**src/rtl/rf_sb_if.sv**
```systemverilog
// Issue/writeback bundle between the decode/issue stage and the register-file hazard scoreboard.
// The master drives the issue and writeback requests. The slave returns the stall decision and the status.
interface rf_sb_if #(
  parameter int CNT_W = 3
);
  logic             id_valid;
  logic [4:0]       id_rs1;
  logic [4:0]       id_rs2;
  logic             id_rs1_used;
  logic             id_rs2_used;
  logic [4:0]       id_rd;
  logic             id_rd_we;
  logic             id_long;
  logic             flush;
  logic             wb_valid;
  logic [4:0]       wb_rd;
  logic             stall;
  logic             issue_fire;
  logic [31:0]      busy_vec;
  logic [CNT_W-1:0] outstanding;
  logic             err;
  logic [31:0]      stall_cycles;

  modport master (
    output id_valid, id_rs1, id_rs2, id_rs1_used, id_rs2_used, id_rd, id_rd_we, id_long,
           flush, wb_valid, wb_rd,
    input  stall, issue_fire, busy_vec, outstanding, err, stall_cycles
  );

  modport slave (
    input  id_valid, id_rs1, id_rs2, id_rs1_used, id_rs2_used, id_rd, id_rd_we, id_long,
           flush, wb_valid, wb_rd,
    output stall, issue_fire, busy_vec, outstanding, err, stall_cycles
  );
endinterface

```
**src/rtl/rf_scoreboard.sv**
```systemverilog
// Scoreboard for long-latency ops that stalls issue on RAW/WAW hazards and on a full outstanding budget.
// Define RF_SB_STATS_EN to build the stall-cycle counter. Without it, stall_cycles is tied to zero.
module rf_scoreboard #(
  parameter int MAX_OUTSTANDING = 4,
  parameter int CNT_W           = 3
) (
  input logic    clk,
  input logic    rst,
  rf_sb_if.slave sb
);
  localparam logic [CNT_W-1:0] MAX_CNT = CNT_W'(MAX_OUTSTANDING);

  logic [31:0]      busy_q, busy_d;
  logic [CNT_W-1:0] outstanding_q, outstanding_d;
  logic             err_q, err_d;

  logic [31:0] clr_mask, set_mask, eff_busy;
  logic        raw, waw, full, stall, fire, inc, dec, underflow, stray_wb;

  // NOTE: every combinational output gets a default first, so no path leaves a latch behind.
  always_comb begin
    clr_mask = '0;
    set_mask = '0;
    if (sb.wb_valid && sb.wb_rd != 5'd0) clr_mask[sb.wb_rd] = 1'b1;
    // A writeback frees its register in the same cycle, as the regfile writes through.
    eff_busy = busy_q & ~clr_mask;

    raw   = (sb.id_rs1_used && eff_busy[sb.id_rs1]) || (sb.id_rs2_used && eff_busy[sb.id_rs2]);
    waw   = sb.id_rd_we && eff_busy[sb.id_rd];
    full  = sb.id_long && (outstanding_q == MAX_CNT);
    stall = sb.id_valid && !sb.flush && (raw || waw || full);
    fire  = sb.id_valid && !sb.flush && !stall;

    if (fire && sb.id_long && sb.id_rd_we && sb.id_rd != 5'd0) set_mask[sb.id_rd] = 1'b1;
    busy_d = eff_busy | set_mask;

    inc       = fire && sb.id_long;
    dec       = sb.wb_valid;
    underflow = dec && !inc && (outstanding_q == '0);
    stray_wb  = sb.wb_valid && sb.wb_rd != 5'd0 && !busy_q[sb.wb_rd];

    outstanding_d = outstanding_q;
    if (inc && !dec)                    outstanding_d = outstanding_q + CNT_W'(1);
    else if (dec && !inc && !underflow) outstanding_d = outstanding_q - CNT_W'(1);

    err_d = err_q || underflow || stray_wb;
  end

  // NOTE: sequential state uses non-blocking assignments, so all flops update together at the edge.
  always_ff @(posedge clk) begin
    if (rst) begin
      busy_q        <= '0;
      outstanding_q <= '0;
      err_q         <= 1'b0;
    end else begin
      busy_q        <= busy_d;
      outstanding_q <= outstanding_d;
      err_q         <= err_d;
    end
  end

`ifdef RF_SB_STATS_EN
  logic [31:0] stall_cnt_q, stall_cnt_d;

  always_comb begin
    stall_cnt_d = stall_cnt_q + (stall ? 32'd1 : 32'd0);
  end

  always_ff @(posedge clk) begin
    if (rst) stall_cnt_q <= '0;
    else     stall_cnt_q <= stall_cnt_d;
  end

  assign sb.stall_cycles = stall_cnt_q;
`else
  assign sb.stall_cycles = 32'd0;
`endif

  assign sb.stall       = stall;
  assign sb.issue_fire  = fire;
  assign sb.busy_vec    = busy_q;
  assign sb.outstanding = outstanding_q;
  assign sb.err         = err_q;
endmodule

```
**src/flat_wrapper.sv**
```systemverilog
// flat-port wrapper written by rule: the top's interface ports become plain ports
module rf_scoreboard_flat 
#(
  parameter int MAX_OUTSTANDING = 4,
  parameter int CNT_W           = 3
)
  (clk, rst, sb_id_valid, sb_id_rs1, sb_id_rs2, sb_id_rs1_used, sb_id_rs2_used, sb_id_rd, sb_id_rd_we, sb_id_long, sb_flush, sb_wb_valid, sb_wb_rd, sb_stall, sb_issue_fire, sb_busy_vec, sb_outstanding, sb_err, sb_stall_cycles);
  rf_sb_if #(.CNT_W(CNT_W)) sb_i ();
  input logic clk;
  input logic rst;
  input wire logic [$bits(sb_i.id_valid)-1:0] sb_id_valid;
  input wire logic [$bits(sb_i.id_rs1)-1:0] sb_id_rs1;
  input wire logic [$bits(sb_i.id_rs2)-1:0] sb_id_rs2;
  input wire logic [$bits(sb_i.id_rs1_used)-1:0] sb_id_rs1_used;
  input wire logic [$bits(sb_i.id_rs2_used)-1:0] sb_id_rs2_used;
  input wire logic [$bits(sb_i.id_rd)-1:0] sb_id_rd;
  input wire logic [$bits(sb_i.id_rd_we)-1:0] sb_id_rd_we;
  input wire logic [$bits(sb_i.id_long)-1:0] sb_id_long;
  input wire logic [$bits(sb_i.flush)-1:0] sb_flush;
  input wire logic [$bits(sb_i.wb_valid)-1:0] sb_wb_valid;
  input wire logic [$bits(sb_i.wb_rd)-1:0] sb_wb_rd;
  output wire logic [$bits(sb_i.stall)-1:0] sb_stall;
  output wire logic [$bits(sb_i.issue_fire)-1:0] sb_issue_fire;
  output wire logic [$bits(sb_i.busy_vec)-1:0] sb_busy_vec;
  output wire logic [$bits(sb_i.outstanding)-1:0] sb_outstanding;
  output wire logic [$bits(sb_i.err)-1:0] sb_err;
  output wire logic [$bits(sb_i.stall_cycles)-1:0] sb_stall_cycles;
  assign sb_i.id_valid = sb_id_valid;
  assign sb_i.id_rs1 = sb_id_rs1;
  assign sb_i.id_rs2 = sb_id_rs2;
  assign sb_i.id_rs1_used = sb_id_rs1_used;
  assign sb_i.id_rs2_used = sb_id_rs2_used;
  assign sb_i.id_rd = sb_id_rd;
  assign sb_i.id_rd_we = sb_id_rd_we;
  assign sb_i.id_long = sb_id_long;
  assign sb_i.flush = sb_flush;
  assign sb_i.wb_valid = sb_wb_valid;
  assign sb_i.wb_rd = sb_wb_rd;
  assign sb_stall = sb_i.stall;
  assign sb_issue_fire = sb_i.issue_fire;
  assign sb_busy_vec = sb_i.busy_vec;
  assign sb_outstanding = sb_i.outstanding;
  assign sb_err = sb_i.err;
  assign sb_stall_cycles = sb_i.stall_cycles;
  rf_scoreboard #(.MAX_OUTSTANDING(MAX_OUTSTANDING), .CNT_W(CNT_W)) u_core (.clk(clk), .rst(rst), .sb(sb_i));
endmodule
```
**config.mk**
```make
export PLATFORM = sky130hd
export DESIGN_NAME = rf_scoreboard_flat
export DESIGN_NICKNAME = d
export VERILOG_FILES = /design/src/rtl/rf_sb_if.sv /design/src/rtl/rf_scoreboard.sv /design/src/flat_wrapper.sv
export SDC_FILE = /design/constraint.sdc
export NUM_CORES = 1
export LEC_CHECK = 0
export BUFFER_PORTS_ARGS = -buffer_cell sky130_fd_sc_hd__buf_2
export CAP_MARGIN = 0
export CELL_PAD_IN_SITES_DETAIL_PLACEMENT = 0
export CELL_PAD_IN_SITES_GLOBAL_PLACEMENT = 1
export CORE_MARGIN = 2
export CORE_UTILIZATION = 42
export DETAILED_ROUTE_END_ITERATION = 7
export PLACE_DENSITY_LB_ADDON = 0.1
export SYNTH_ARGS = -nofsm -noshare
export SYNTH_HDL_FRONTEND = slang
export SYNTH_SLANG_ARGS = --single-unit
```
**constraint.sdc**
```tcl
create_clock -name clk -period 8 [get_ports clk]
set_clock_uncertainty 0.2 [all_clocks]
set_input_delay 0.8 -clock clk [delete_from_list [all_inputs] [get_ports clk]]
set_output_delay 0.8 -clock clk [all_outputs]
set_load 0.01 [all_outputs]
```
---- After elaboration in Yosys (flattened, before gate mapping) ----
Cells that the tools add are included.
word-level totals
  bits in registers ....................... 36
  latch bits .............................. 0
  RAM bits ................................ 0
  ROM bits ................................ 0
  input port bits ......................... 29
  output and inout port bits .............. 70
  memories ................................ 0
cells by class
  add/subtract/negate cells ............... 2
  multiply operators ...................... 0
  divide/modulo/power cells ............... 0
  magnitude comparators ................... 6
  equality and inequality tests ........... 1
  shift operators ......................... 0
  muxes and demuxes ....................... 16
  bitwise gates (word level) .............. 3
  reductions and logical operators ........ 33
operators by type and width
  cell                 count
  $mux 32              2
  $and 32x32->32       1
  $not 32->32          1
  $or 32x32->32        1
  $lt 5x6->1 const B   4
  $bmux 1 s5           4
  $logic_and 1x1->1    18
  $demux 1 s5          2
  $ge 5x1->1 const B   2
  $reduce_bool 5->1    2
  $logic_not 1->1      6
  $mux 1               6
  $mux 3               2
  $logic_or 1x1->1     5
  $add 3x1->3 const B  1
  $eq 3x3->1 const B   1
  $logic_not 3->1      1
  $sub 3x1->3 const B  1
  $reduce_bool 2->1    1

---- Depth between registers and ports, before layout ----
  depth in word-level cells ............... 24
  gate-level depth with buffers ........... 16
  gate-level depth less buffers ........... 13

---- Least setup slack after synthesis ----
OpenSTA, ideal clock, no wires.
  path kind ............................... input -> register
  from .................................... in sb_id_rs2[1]
  to ...................................... reg u_core.outstanding_q[1], in the netlist u_core.sb.outstanding[1]
  data arrival time ....................... 3754 ps
  setup slack ............................. 3924 ps
  stages on the path ...................... 14
  cell sequence ........................... clkbuf_1 -> clkbuf_1 -> mux4_2 -> a2111oi_0 -> a2111oi_0 -> a32oi_1 -> nand4_4 -> nor2_4 -> buf_6 -> nand2_1 -> fa_1 -> nand3_1 -> nor3_1 -> a311o_1
between the ends
  elaborated cells between the ends (all ways) .. 18
RTL lines
  element                        line                 source
  start, declared                flat_wrapper.sv:13   input wire logic [$bits(sb_i.id_rs2)-1:0] sb_id_rs2;
  $bmux 1 s5                     rf_scoreboard.sv:28  raw = (sb.id_rs1_used && eff_busy[sb.id_rs1]) || (sb.id_rs2_used && eff_busy[sb.id_rs2]);
  $mux 1 (implied by the code)   rf_scoreboard.sv:28
  $logic_and 1x1->1              rf_scoreboard.sv:28
  $logic_or 1x1->1               rf_scoreboard.sv:28
  $logic_or 1x1->1 (2 in a row)  rf_scoreboard.sv:31  stall = sb.id_valid && !sb.flush && (raw || waw || full);
  $logic_and 1x1->1              rf_scoreboard.sv:31
  $logic_not 1->1                rf_scoreboard.sv:32  fire = sb.id_valid && !sb.flush && !stall;
  $logic_and 1x1->1              rf_scoreboard.sv:32
  $logic_and 1x1->1              rf_scoreboard.sv:37  inc = fire && sb.id_long;
  $logic_and 1x1->1              rf_scoreboard.sv:43  if (inc && !dec) outstanding_d = outstanding_q + CNT_W'(1);
  $mux 3                         rf_scoreboard.sv:43
  via u_core.outstanding_d[1]    rf_scoreboard.sv:14  logic [CNT_W-1:0] outstanding_q, outstanding_d;
  end signal, assigned           rf_scoreboard.sv:57  outstanding_q <= outstanding_d;
  end, declared                  rf_scoreboard.sv:14
The timed path passes the listed nets, and every way through them passes these cells. The select of a mux whose other input is x is not followed.
A chain may end at the register's enable or synchronous reset.

---- Worst setup path in the final report ----
  from .................................... in sb_wb_rd[0]
  to ...................................... reg u_core.outstanding_q[1], in the netlist u_core.sb.outstanding[1]
between the ends
  elaborated cells between the ends (all ways) .. 34
RTL lines
  element                                                         line                 source
  start, declared                                                 flat_wrapper.sv:21   input wire logic [$bits(sb_i.wb_rd)-1:0] sb_wb_rd;
  $lt 5x6->1 (implied by the code) or $ge 5x1->1 (tied branches)  rf_scoreboard.sv:24  if (sb.wb_valid && sb.wb_rd != 5'd0) clr_mask[sb.wb_rd] = 1'b1;
  $logic_and 1x1->1 (implied by the code)                         rf_scoreboard.sv:24
  $mux 1 (implied by the code)                                    rf_scoreboard.sv:24
  $demux 1 s5                                                     --
  $mux 32 *                                                       rf_scoreboard.sv:24
  $not 32->32 *                                                   rf_scoreboard.sv:26  eff_busy = busy_q & ~clr_mask;
  $and 32x32->32 *                                                rf_scoreboard.sv:26
  $bmux 1 s5                                                      rf_scoreboard.sv:28
  [3 not listed]                                                  --
  $logic_or 1x1->1 * (2 in a row)                                 rf_scoreboard.sv:31
  $logic_and 1x1->1 *                                             rf_scoreboard.sv:31
  $logic_not 1->1 *                                               rf_scoreboard.sv:32
  $logic_and 1x1->1 *                                             rf_scoreboard.sv:32
  $logic_and 1x1->1 *                                             rf_scoreboard.sv:37
  $logic_and 1x1->1 *                                             rf_scoreboard.sv:43
  $mux 3 *                                                        rf_scoreboard.sv:43
  via u_core.outstanding_d[1]                                     rf_scoreboard.sv:14
The timed path passes the listed nets; every way through them passes the cells marked *. The select of a mux whose other input is x is not followed.

==> results.rst <==
.. list-table::
   :header-rows: 1

   * - Metric
     - Value
   * - Outcome
     - finished clean
   * - Type of the worst setup path
     - input port to flip-flop
   * - Overflow after GRT
     - 0
   * - Vias after detailed routing
     - 3872
   * - Number of global-route vias before repair
     - 3553
   * - Post-cts hold buffer count
     - 0
   * - Area of the die
     - 0.00948 mm2
   * - Wire length of the first global-routing pass
     - 20.4 mm
   * - Vias per std cell
     - 6.63
   * - Maximum operating frequency
     - 216 MHz
   * - Cts bufs inserted
     - 5
   * - Ys Warns
     - 0
   * - Leakage power
     - 1.54 nW
   * - Worst-path maximum fanout
     - 30
   * - Post-cts repair resize count
     - 0
   * - DRC errors left
     - 0
   * - Die height
     - 97.4 um
   * - Worst-Skew Late Latency
     - 0.30 ns
   * - Commonest non-fill, non-tap cell in the layout
     - buf_2
   * - RSZ-0062 raised after global routing
     - no
   * - Number of top-level pins
     - 99
   * - Asr flop ratio synth
     - 0
   * - Clock tree sinks
     - 36
   * - Instance count of the mapped netlist
     - 437
   * - Total core area
     - 0.00859 mm2
   * - Power per cell area
     - 113 mW/mm2
   * - Final GP Congestion
     - 1.01
   * - Worst IR Drop VDD
     - 55.8 uV
   * - Total track usage
     - 0.272
   * - Total Wirelength
     - 13.2 mm
   * - Predominant post-synthesis flop cell
     - dfxtp_1
   * - Buffer count from post-CTS setup fixing
     - 0
   * - Post-DRT Antenna Nets
     - 0
   * - Fin crit share
     - 0.578
   * - Total of buffers placed on input and output ports
     - 66
   * - Die Width
     - 97.4 um
   * - Final setup violating endpoints
     - 0
   * - Worst Setup End Kind
     - flip-flop
   * - Transition time at the pin with the least slew margin
     - 0.751 ns
   * - Sequential cell area
     - 721 um2
   * - Leading post-synthesis cells by cell area
     - dfxtp_1 (20%), mux4_2 (10%), mux2i_1 (8.2%)
   * - Arrival time at the worst endpoint
     - 4.61 ns
   * - Number of levels the H-tree was split into
     - 2
   * - Number of hold violations in the final report
     - 0
   * - Post-layout net count
     - 505
   * - Max-slew violation count
     - 0
   * - Average wire per cell in the routed design
     - 22.6 um
   * - Initial Util
     - 0.426
   * - Share of Yosys cell area claimed by the top area cell type
     - 0.197
   * - Number of flops mapped to enable cells by yosys
     - 0
   * - Count of max-cap constraint violations
     - 0
   * - Summed negative setup slack over all endpoints
     - 0 ns
   * - Clock tree root buffer cell
     - clkbuf_8
   * - DP HPWL
     - 9.76 mm
   * - Antenna violations before repair
     - 0
   * - Worst endpoint required time
     - 7.98 ns
   * - Diode insertion count for antenna repair
     - 0
   * - Cell type contributing the most total cell area after synthesis
     - dfxtp_1
   * - TritonCTS clock tree
     - built
   * - Count of TritonRoute iterations in the first routing pass
     - 5
   * - Slew margin rel.
     - 0.496
   * - CP Launch Type
     - input port
   * - Number of rows in the core area
     - 34
   * - Maximum buffer depth of the clock tree
     - 2
   * - Yosys cell types
     - 69
   * - Most frequent cells in the layout
     - buf_2 (66), dfxtp_1 (36), o21ai_0 (34)
   * - Fill cells
     - 885
   * - Layout cells sized above 1
     - 0.235
   * - Clock transition at the registers of the reported paths
     - 0.07 ns
   * - Mean post-synth cell area
     - 8.38 um2
   * - Synth-to-Final Area Change
     - 7.66%
   * - Footprint of the multi-input gates
     - 0.00259 mm2
   * - Worst hold margin
     - 0.341 ns
   * - Initial DRC count
     - 311
   * - Netlist Area Pre-Place
     - 0.00366 mm2
   * - Part of the Yosys area used for sequential elements
     - 0.197
   * - Path class of the lowest-slack min-delay path
     - flip-flop to flip-flop
   * - Minimum clock period
     - 4.62 ns
   * - Maximum number of pins on one net before global-route repair
     - 32
   * - Number of synthesized register bits
     - 36
-- area by class of cell --
class / instances / share of cell area
Tap cell: 108 / 0.0343
Inverter: 17 / 0.0162
Clock inverter: 2 / 0.00254
Timing Repair Buffer: 67 / 0.0857
Sequential cell: 36 / 0.183
Clock buffer: 6 / 0.0210
Multi-Input combinational cell: 348 / 0.657
-- metal layers --
layer / part of all wire / wire (um) / vias up / global-route usage
li1: - / - / 1731 / -
met1: 0.41 / 5430 / 1891 / 0.397
met2: 0.47 / 6230 / 211 / 0.414
met3: 0.087 / 1150 / 39 / 0.0331
met4: 0.029 / 378 / 0 / 0.0972
met5: 0 / 0 / - / 0
-- state kept, by name, summed over array words and instances (netlist names) --
name                   flops
u_core.sb.busy_vec        32
u_core.sb.outstanding      3
u_core.sb.err              1
-- power by group --
part / leakage, nW / total, mW / internal [mW] / switching, mW
logic: 1.20 / 0.118 / 0.0393 / 0.0791
registers: 0.291 / 0.188 / 0.183 / 0.00513
clock network: 0.0510 / 0.137 / 0.0688 / 0.0686
total: 1.54 / 0.443 / 0.291 / 0.153
-- cell usage after synthesis, drive strengths merged (5+ instances only) --
cell type	n
mux2i	30
o22ai	16
o211ai	11
inv	15
nand2	23
o311ai	6
nand3	19
o31ai	6
nor2	20
o21ai	35
nand4	9
or3	5
mux2	8
nor3	8
mux4	17
a31oi	7
nand2b	7
dfxtp	36
clkbuf	17
nor2b	5
buf	50
a21oi	13
-- critical path, cell delays in order --
cell and delay, ns:
buf_2 0.33, xnor2_1 0.73, a211oi_1 0.16, a2111oi_0 0.54
a2111oi_0 0.18, a32oi_1 0.28, nand4_4 0.17, nor2_4 0.34
nand2_1 0.13, fa_1 0.46, nand3_1 0.09, nor3_1 0.07
a311o_1 0.33
-- cell families (layout without fill, tap and decap cells) --
group,after synthesis,after routing,synth area share
other,1,32,0.00102
muxes,55,55,0.211
xor gates and xnor gates,8,8,0.0191
buffers and inverters,84,92,0.127
adders and majority gates,1,1,0.00547
DFF,36,36,0.197
AOI/OAI and AO/OA,127,127,0.239
and+or+nand+nor,125,125,0.200
-- stage by stage --
stage | instances | power [mW] | utilization | area, um2 | worst slack [ns]
detailed placement | 576 | 0.308 | 0.448 | 3850 | 3.07
global placement | 576 | 0.308 | 0.448 | 3850 | 3.11
global route | 584 | 0.465 | 0.459 | 3940 | 3.09
finish | 584 | 0.443 | 0.459 | 3940 | 3.38
CTS | 584 | 0.443 | 0.459 | 3940 | 3.39
floorplan | 468 | 0.288 | - | 3780 | 3.92
-- path summary, 6_finish.rpt --
check / cells past startpoint / endpoint / from / slack (ns)
worst max-delay path: 13 / u_core.sb.outstanding[1] / sb_wb_rd[0] / 3.38
worst min-delay path: 2 / u_core.sb.outstanding[2] / u_core.sb.outstanding[2] / 0.34
worst max register to register: 11 / u_core.sb.outstanding[1] / u_core.sb.busy_vec[14] / 4.23
worst min register to register: 2 / u_core.sb.outstanding[2] / u_core.sb.outstanding[2] / 0.34
Note: power is estimated with default switching activity, not from simulation.
